==> src/rtl/alu_issue_ctrl.sv <==
// alu_issue_ctrl: issue/retire sequencer in front of the execute-stage ALU.
// Accepts one decoded op, drives registered operands + control code to the
// ALU, captures the ALU result one cycle later and hands it back through an
// output valid/ready handshake together with the branch decision.
module alu_issue_ctrl #(
  parameter int CNT_W = 16
) (
  input  logic              clk,
  input  logic              rst_n,
  input  logic              in_valid,
  output logic              in_ready,
  input  logic [1:0]        alu_op,
  input  logic [2:0]        funct3,
  input  logic              funct7_5,
  input  logic [31:0]       rs1_data,
  input  logic [31:0]       rs2_data,
  input  logic [31:0]       imm,
  output logic [31:0]       alu_op1,
  output logic [31:0]       alu_op2,
  output logic [3:0]        alu_control,
  input  logic [31:0]       alu_result,
  input  logic              alu_zero,
  output logic              out_valid,
  input  logic              out_ready,
  output logic [31:0]       result,
  output logic              branch_taken,
  output logic              illegal,
  output logic [CNT_W-1:0]  op_count
);

  typedef enum logic [1:0] {S_IDLE, S_EXEC, S_DONE} state_t;

  localparam logic [3:0] C_ADD = 4'b0010;
  localparam logic [3:0] C_SUB = 4'b0110;
  localparam logic [3:0] C_AND = 4'b0000;
  localparam logic [3:0] C_OR  = 4'b0001;
  localparam logic [3:0] C_SLL = 4'b1000;
  localparam logic [3:0] C_GTE = 4'b0111;
  localparam logic [3:0] C_LTE = 4'b1001;

  state_t           state_q, state_d;
  logic [31:0]      op1_q, op1_d, op2_q, op2_d;
  logic [3:0]       ctrl_q, ctrl_d;
  logic             is_br_q, is_br_d;   // op in flight is a legal branch
  logic             br_inv_q, br_inv_d; // taken on !zero (BNE)
  logic             ill_q, ill_d;       // op in flight decoded illegal
  logic [31:0]      result_q, result_d;
  logic             taken_q, taken_d;
  logic             illegal_q, illegal_d;
  logic [CNT_W-1:0] op_count_q, op_count_d;

  logic [3:0]       dec_ctrl;
  logic             dec_imm, dec_ill, dec_br, dec_inv;

  // Decode alu_op/funct3/funct7_5 into control code, operand source and branch sense
  always_comb begin
    dec_ctrl = C_ADD;
    dec_imm  = 1'b0;
    dec_ill  = 1'b0;
    dec_br   = 1'b0;
    dec_inv  = 1'b0;
    case (alu_op)
      2'b00: dec_imm = 1'b1;
      2'b01: begin
        dec_br = 1'b1;
        case (funct3)
          3'b000:  dec_ctrl = C_SUB;
          3'b001:  begin dec_ctrl = C_SUB; dec_inv = 1'b1; end
          3'b110:  dec_ctrl = C_LTE;
          3'b111:  dec_ctrl = C_GTE;
          default: dec_ill = 1'b1;
        endcase
      end
      2'b10: begin
        case (funct3)
          3'b000:  dec_ctrl = funct7_5 ? C_SUB : C_ADD;
          3'b111:  dec_ctrl = C_AND;
          3'b110:  dec_ctrl = C_OR;
          3'b001:  begin dec_ctrl = C_SLL; dec_ill = funct7_5; end
          default: dec_ill = 1'b1;
        endcase
      end
      default: begin
        dec_imm = 1'b1;
        case (funct3)
          3'b000:  dec_ctrl = C_ADD;
          3'b111:  dec_ctrl = C_AND;
          3'b110:  dec_ctrl = C_OR;
          3'b001:  begin dec_ctrl = C_SLL; dec_ill = funct7_5; end
          default: dec_ill = 1'b1;
        endcase
      end
    endcase
    // Illegal ops run as ADD 0+0 so the ALU stays quiet and timing is unchanged
    if (dec_ill) dec_ctrl = C_ADD;
  end

  // Sequencer next-state: latch decode in IDLE, capture in EXEC, retire in DONE
  always_comb begin
    state_d    = state_q;
    op1_d      = op1_q;
    op2_d      = op2_q;
    ctrl_d     = ctrl_q;
    is_br_d    = is_br_q;
    br_inv_d   = br_inv_q;
    ill_d      = ill_q;
    result_d   = result_q;
    taken_d    = taken_q;
    illegal_d  = illegal_q;
    op_count_d = op_count_q;
    case (state_q)
      S_IDLE: if (in_valid) begin
        op1_d    = dec_ill ? 32'h0 : rs1_data;
        op2_d    = dec_ill ? 32'h0 : (dec_imm ? imm : rs2_data);
        ctrl_d   = dec_ctrl;
        is_br_d  = dec_br & ~dec_ill;
        br_inv_d = dec_inv;
        ill_d    = dec_ill;
        state_d  = S_EXEC;
      end
      S_EXEC: begin
        result_d  = ill_q ? 32'h0 : alu_result;
        taken_d   = is_br_q & (alu_zero ^ br_inv_q);
        illegal_d = ill_q;
        state_d   = S_DONE;
      end
      S_DONE: if (out_ready) begin
        op_count_d = op_count_q + {{(CNT_W-1){1'b0}}, 1'b1};
        state_d    = S_IDLE;
      end
      default: state_d = S_IDLE;
    endcase
  end

  // State and datapath registers; reset drops any in-flight op
  always_ff @(posedge clk or negedge rst_n) begin
    if (!rst_n) begin
      state_q    <= S_IDLE;
      op1_q      <= '0;
      op2_q      <= '0;
      ctrl_q     <= '0;
      is_br_q    <= 1'b0;
      br_inv_q   <= 1'b0;
      ill_q      <= 1'b0;
      result_q   <= '0;
      taken_q    <= 1'b0;
      illegal_q  <= 1'b0;
      op_count_q <= '0;
    end else begin
      state_q    <= state_d;
      op1_q      <= op1_d;
      op2_q      <= op2_d;
      ctrl_q     <= ctrl_d;
      is_br_q    <= is_br_d;
      br_inv_q   <= br_inv_d;
      ill_q      <= ill_d;
      result_q   <= result_d;
      taken_q    <= taken_d;
      illegal_q  <= illegal_d;
      op_count_q <= op_count_d;
    end
  end

  assign in_ready     = (state_q == S_IDLE);
  assign out_valid    = (state_q == S_DONE);
  assign alu_op1      = op1_q;
  assign alu_op2      = op2_q;
  assign alu_control  = ctrl_q;
  assign result       = result_q;
  assign branch_taken = taken_q;
  assign illegal      = illegal_q;
  assign op_count     = op_count_q;

endmodule

==> config.mk <==
export PLATFORM = sky130hd
export DESIGN_NAME = alu_issue_ctrl
export DESIGN_NICKNAME = d
export VERILOG_FILES = /design/src/rtl/alu_issue_ctrl.sv
export SDC_FILE = /design/constraint.sdc
export NUM_CORES = 1
export LEC_CHECK = 0
export CAP_MARGIN = 20
export CORE_MARGIN = 2
export CORE_UTILIZATION = 31
export DETAILED_ROUTE_END_ITERATION = 16
export GPL_ROUTABILITY_DRIVEN = 0
export SYNTH_ARGS = -nofsm -noshare
export SYNTH_HDL_FRONTEND = slang
export SYNTH_SLANG_ARGS = --single-unit
==> constraint.sdc <==
create_clock -name clk -period 3.6 [get_ports clk]
set_input_delay 0.72 -clock clk [delete_from_list [all_inputs] [get_ports clk]]
set_output_delay 0.72 -clock clk [all_outputs]
set_load 0.03 [all_outputs]
; ---- After elaboration in Yosys (flattened, before gate mapping)
; Cells that the tools add are included.
[word_totals]
out_inout_bits = 120
wordCells = 54
inputBits = 139
reg_bits = 123
[op_classes]
addsub = 1
bitwise = 4
n_mux = 19
n_eq_ne = 9
reduce_logical = 10
[ops]
columns = cell, n
row1 = 32-bit 2-to-1 mux, 4
row2 = 4-bit case mux with 3 select lines, 3
row3 = 16-bit by 1-bit adder with 16-bit output (second input constant), 1
row4 = 4-bit case mux with 4 select lines, 1
row5 = 3-bit equality test (second input constant), 2
row6 = 2-bit case mux with 3 select lines, 1
row7 = 2-bit AND reduction, 3
row8 = 2-bit by 1-bit equality test with 1-bit output (second input constant), 2
row9 = 2-bit equality test (second input constant), 2
row10 = 2-bit logical NOT, 2
row11 = 1-bit 2-to-1 mux, 4
row12 = 2-bit 2-to-1 mux, 2
row13 = 4-bit 2-to-1 mux, 1
row14 = 1-bit case mux with 2 select lines, 2
row15 = 2-bit OR reduction, 2
row16 = 4-bit OR reduction, 1
row17 = 3-bit by 1-bit equality test with 1-bit output (second input constant), 1
row18 = 3-bit logical NOT, 1
row19 = 3-bit 2-to-1 mux, 1
row20 = 3-bit OR reduction, 1
row21 = 1-bit bitwise AND, 2
row22 = 2-bit by 1-bit != test with 1-bit output (second input constant), 1
row23 = 2-bit != test (second input constant), 1
row24 = 1-bit inverter, 1
row25 = 1-bit XOR, 1

; ---- Logic depth before layout (Yosys ltp)
[depth]
depth_word = 6
mapped_depth = 7
ltp_nobuf = 6

; ---- Worst setup path before layout
; Ideal clock, no wire load.
[synth_timing]
path_type = input port to flip-flop
startpoint = input port alu_op[0]
endpoint = register op2_q[16], in the netlist alu_op2[16]
required_ns = 3.464
path_buffers = 2
setup_time_ns = 0.136
setup_slack_ns = 1.533
arrival_ns = 1.931
cell_stages = 6
path_cell_list = inv_1 -> ha_1 -> buf_2 -> clkbuf_1 -> mux2i_1 -> o31ai_2
[synth_between]
elab_chain_cells = 4
elab_cells_between_ends = 7
classes_between = eq/ne: 2 / mux: 3 / reduce/logical: 2
[synth_lines]
columns = item, line_no
row1 = "start, declared", 12  ; input logic [1:0] alu_op,
row2 = 2-bit equality test / 2-bit by 1-bit equality test with 1-bit output (equally long branches), 62  ; case (alu_op)
row3 = 2-bit OR reduction (no source line), --
row4 = 32-bit 2-to-1 mux, 114  ; op2_d = dec_ill ? 32'h0 : (dec_imm ? imm : rs2_data);
row5 = 32-bit 2-to-1 mux (*), 114
row6 = "end signal, assigned", 152  ; op2_q <= op2_d;
row7 = "end, declared", 42  ; logic [31:0] op1_q, op1_d, op2_q, op2_d;
; Every way passes the cells marked *; elsewhere a longest branch is shown, timed or not.
; A chain may end at the register's enable or synchronous reset.

; ---- Worst setup path after layout
[layout_timing]
startpoint = input port alu_op[1]
endpoint = register op2_q[21], in the netlist alu_op2[21]
; Same word-level chain as after synthesis.

==> results.json <==
{
  "cts_max_level": 4,
  "routed_via_density": 4.58,
  "synth.distinct_cells": 37,
  "cts_tree": "built",
  "die_h_um": 138,
  "grtUsageMet3": 0.0613,
  "place_area_um2": 8380,
  "synthFlopType": "dfrtp_1",
  "drive_gt1_frac": 0.0935,
  "grt_pass1_vias": 4838,
  "layoutNonFillerInstCount": 1032,
  "hold_buffers": 0,
  "wl_um": 15800,
  "coreArea_um2": 17800,
  "syn_inst": 542,
  "skew_ns": 0.0137,
  "io_pins": 259,
  "multiInputGateArea_um2": 2330,
  "vias": 4730,
  "antenna_found_initial": 1,
  "path_clk_slew_ns": 0.05,
  "maxCapViolCount": 0,
  "tightest_slew_ns": 0.859,
  "globalRoute.busiestLayer": "met2",
  "cts.sinks": 123,
  "netlist.area_leader.share": 0.549,
  "finalPower_uw": 7460,
  "grt_use_met2": 0.276,
  "synth_area_leaders": "dfrtp_1, nand2_1, o31ai_2",
  "gr-usage-met1": 0.202,
  "grt-ovfl-total": 0,
  "tns_ns": 0,
  "fin_area_um2": 8970,
  "cp.arrival_ns": 2.90,
  "die_area_um2": 19200,
  "netlist_top_cells_count": "nand2_1, dfrtp_1, nand3_1",
  "period_minus_slack_ns": 2.63,
  "setup_viol": 0,
  "ir_drop_uv": 347,
  "syn_area_per_cell_um2": 10.3,
  "post_cts_buffers": 0,
  "final_util": 0.503,
  "netlist_area_um2": 5600,
  "detail_route.wl_per_cell_um": 15.3,
  "slew_violations": 0,
  "grt_pass1_wl_um": 25600,
  "worstSetupStartpointType": "input port",
  "synthToLayoutAreaGrowth_pct": 60.2,
  "post-route-period-util": 0.731,
  "yosysSeqAreaShare": 0.549,
  "crit_required_ns": 3.87,
  "io_buffers": 258,
  "insertion_delay_ns": 0.41,
  "fp-row-count": 49,
  "cts-root-buf": "clkbuf_16",
  "min_path_type": "in2async",
  "crit_path_end_kind": "register",
  "cellLeakagePower_uw": 0.00401,
  "dp_hpwl_um": 11500,
  "die_w_um": 138,
  "dr.pass1.iters": 5,
  "relSlewSlack": 0.427,
  "ys_warn_count": 0,
  "rsz0062_at_grt": "no",
  "syn_nets": 686,
  "ant_nets": 0,
  "initial_core_util": 0.314,
  "async_flop_share": 1.00,
  "power.density_nw_per_um2": 832,
  "dp_cells": 1000,
  "synth_seq_cells": 123,
  "max_freq_mhz": 380,
  "detail_route.iter0.violations": 154,
  "yosysMostFrequentCell": "nand2_1",
  "cts_resized": 0,
  "crit_path_max_fanout": 22,
  "hold_violations": 0,
  "seqCellArea_um2": 3080,
  "nNetsFinal": 935,
  "cts_buffer_depth": 2,
  "grt_usage": 0.167,
  "cts_buffers": 17,
  "grt_max_degree": 110,
  "post-route-drc-count": 0,
  "yosys.area.top_type": "dfrtp_1",
  "synth_edf_count": 0,
  "worst-setup-path-type": "in2reg",
  "status": "completed",
  "fill_cells": 1614
}
## flip-flops by register name, summed over array words and instances (netlist names)
signal	count
alu_control	4
alu_op1	32
alu_op2	32
br_inv_q	1
branch_taken	1
ill_q	1
illegal	1
is_br_q	1
op_count	16
result	32
state_q	2
## power by group
part	internal, µW	switching [µW]	total, µW
Sequential	1930	359	2290
Clock	1060	583	1650
Combinational	1470	2060	3530
Total	4460	3000	7460
## path summary, 6_finish.rpt
check / from / end / slack [ns] / cells past startpoint
min in group clk: alu_op1[13] / alu_op1[13] / 0.46 / 2
max reg2reg: state_q[0] / alu_control[1] / 1.93 / 5
min: rst_n / result[8] / 0.40 / 1
max: alu_op[1] / alu_op2[21] / 0.97 / 7
min reg2reg: alu_op1[13] / alu_op1[13] / 0.46 / 2
max in group asynchronous: rst_n / op_count[2] / 2.35 / 2
## layout by cell type (no fill, tap or decap), types with 4 or more instances in the layout
cell             count
mux2i_1             32
buf_4                6
a22o_1               4
xor2_1               7
xnor2_1              9
nand3_1             38
o31ai_1              4
nand2b_1            32
dfrtp_1            123
o21ai_0             34
o21ai_1              4
o31ai_2             30
nor2_1              10
inv_1                7
clkdlybuf4s50_1    257
nand2_1            139
ha_1                 4
clkbuf_16           17
## final cells by class
class | instances | area share
timing repair buffer | 266 | 0.298
sequential | 123 | 0.343
inverter | 8 | 0.00335
clock inverter | 7 | 0.0102
clock buffer | 23 | 0.0533
multi-input combinational | 375 | 0.260
tap | 229 | 0.0319
antenna | 1 | 0.000279
## logic make-up (layout without fill, tap and decap cells)
group	Yosys count	count (layout)	synth area share
xor+xnor	16	16	0.0250
other cells	0	1	0
fa+ha+maj	5	5	0.0112
simple gates	236	236	0.191
mux	34	34	0.0612
buf+inv	44	304	0.0371
flops	123	123	0.549
compound gates	84	84	0.125
## worst max-delay path, stage by stage
cell	delay [ns]
clkdlybuf4s50_1	0.51
inv_1	0.07
ha_1	0.27
and3b_1	0.28
o221a_2	0.65
buf_4	0.30
o31ai_1	0.09
## layer usage
metal  up-vias  share of wire
met5         -              0
met4         0          0.014
met3        12          0.076
met2       178           0.49
met1      2203           0.42
li1       2337              -
## per-stage QoR
stage,worst slack [ns],hold slack (ns)
floorplan,1.53,0.424
global placement,0.574,0.448
detailed placement,0.531,0.456
CTS,0.976,0.440
global route,0.831,0.466
finish,0.967,0.405
(Power assumes the default switching activity.)
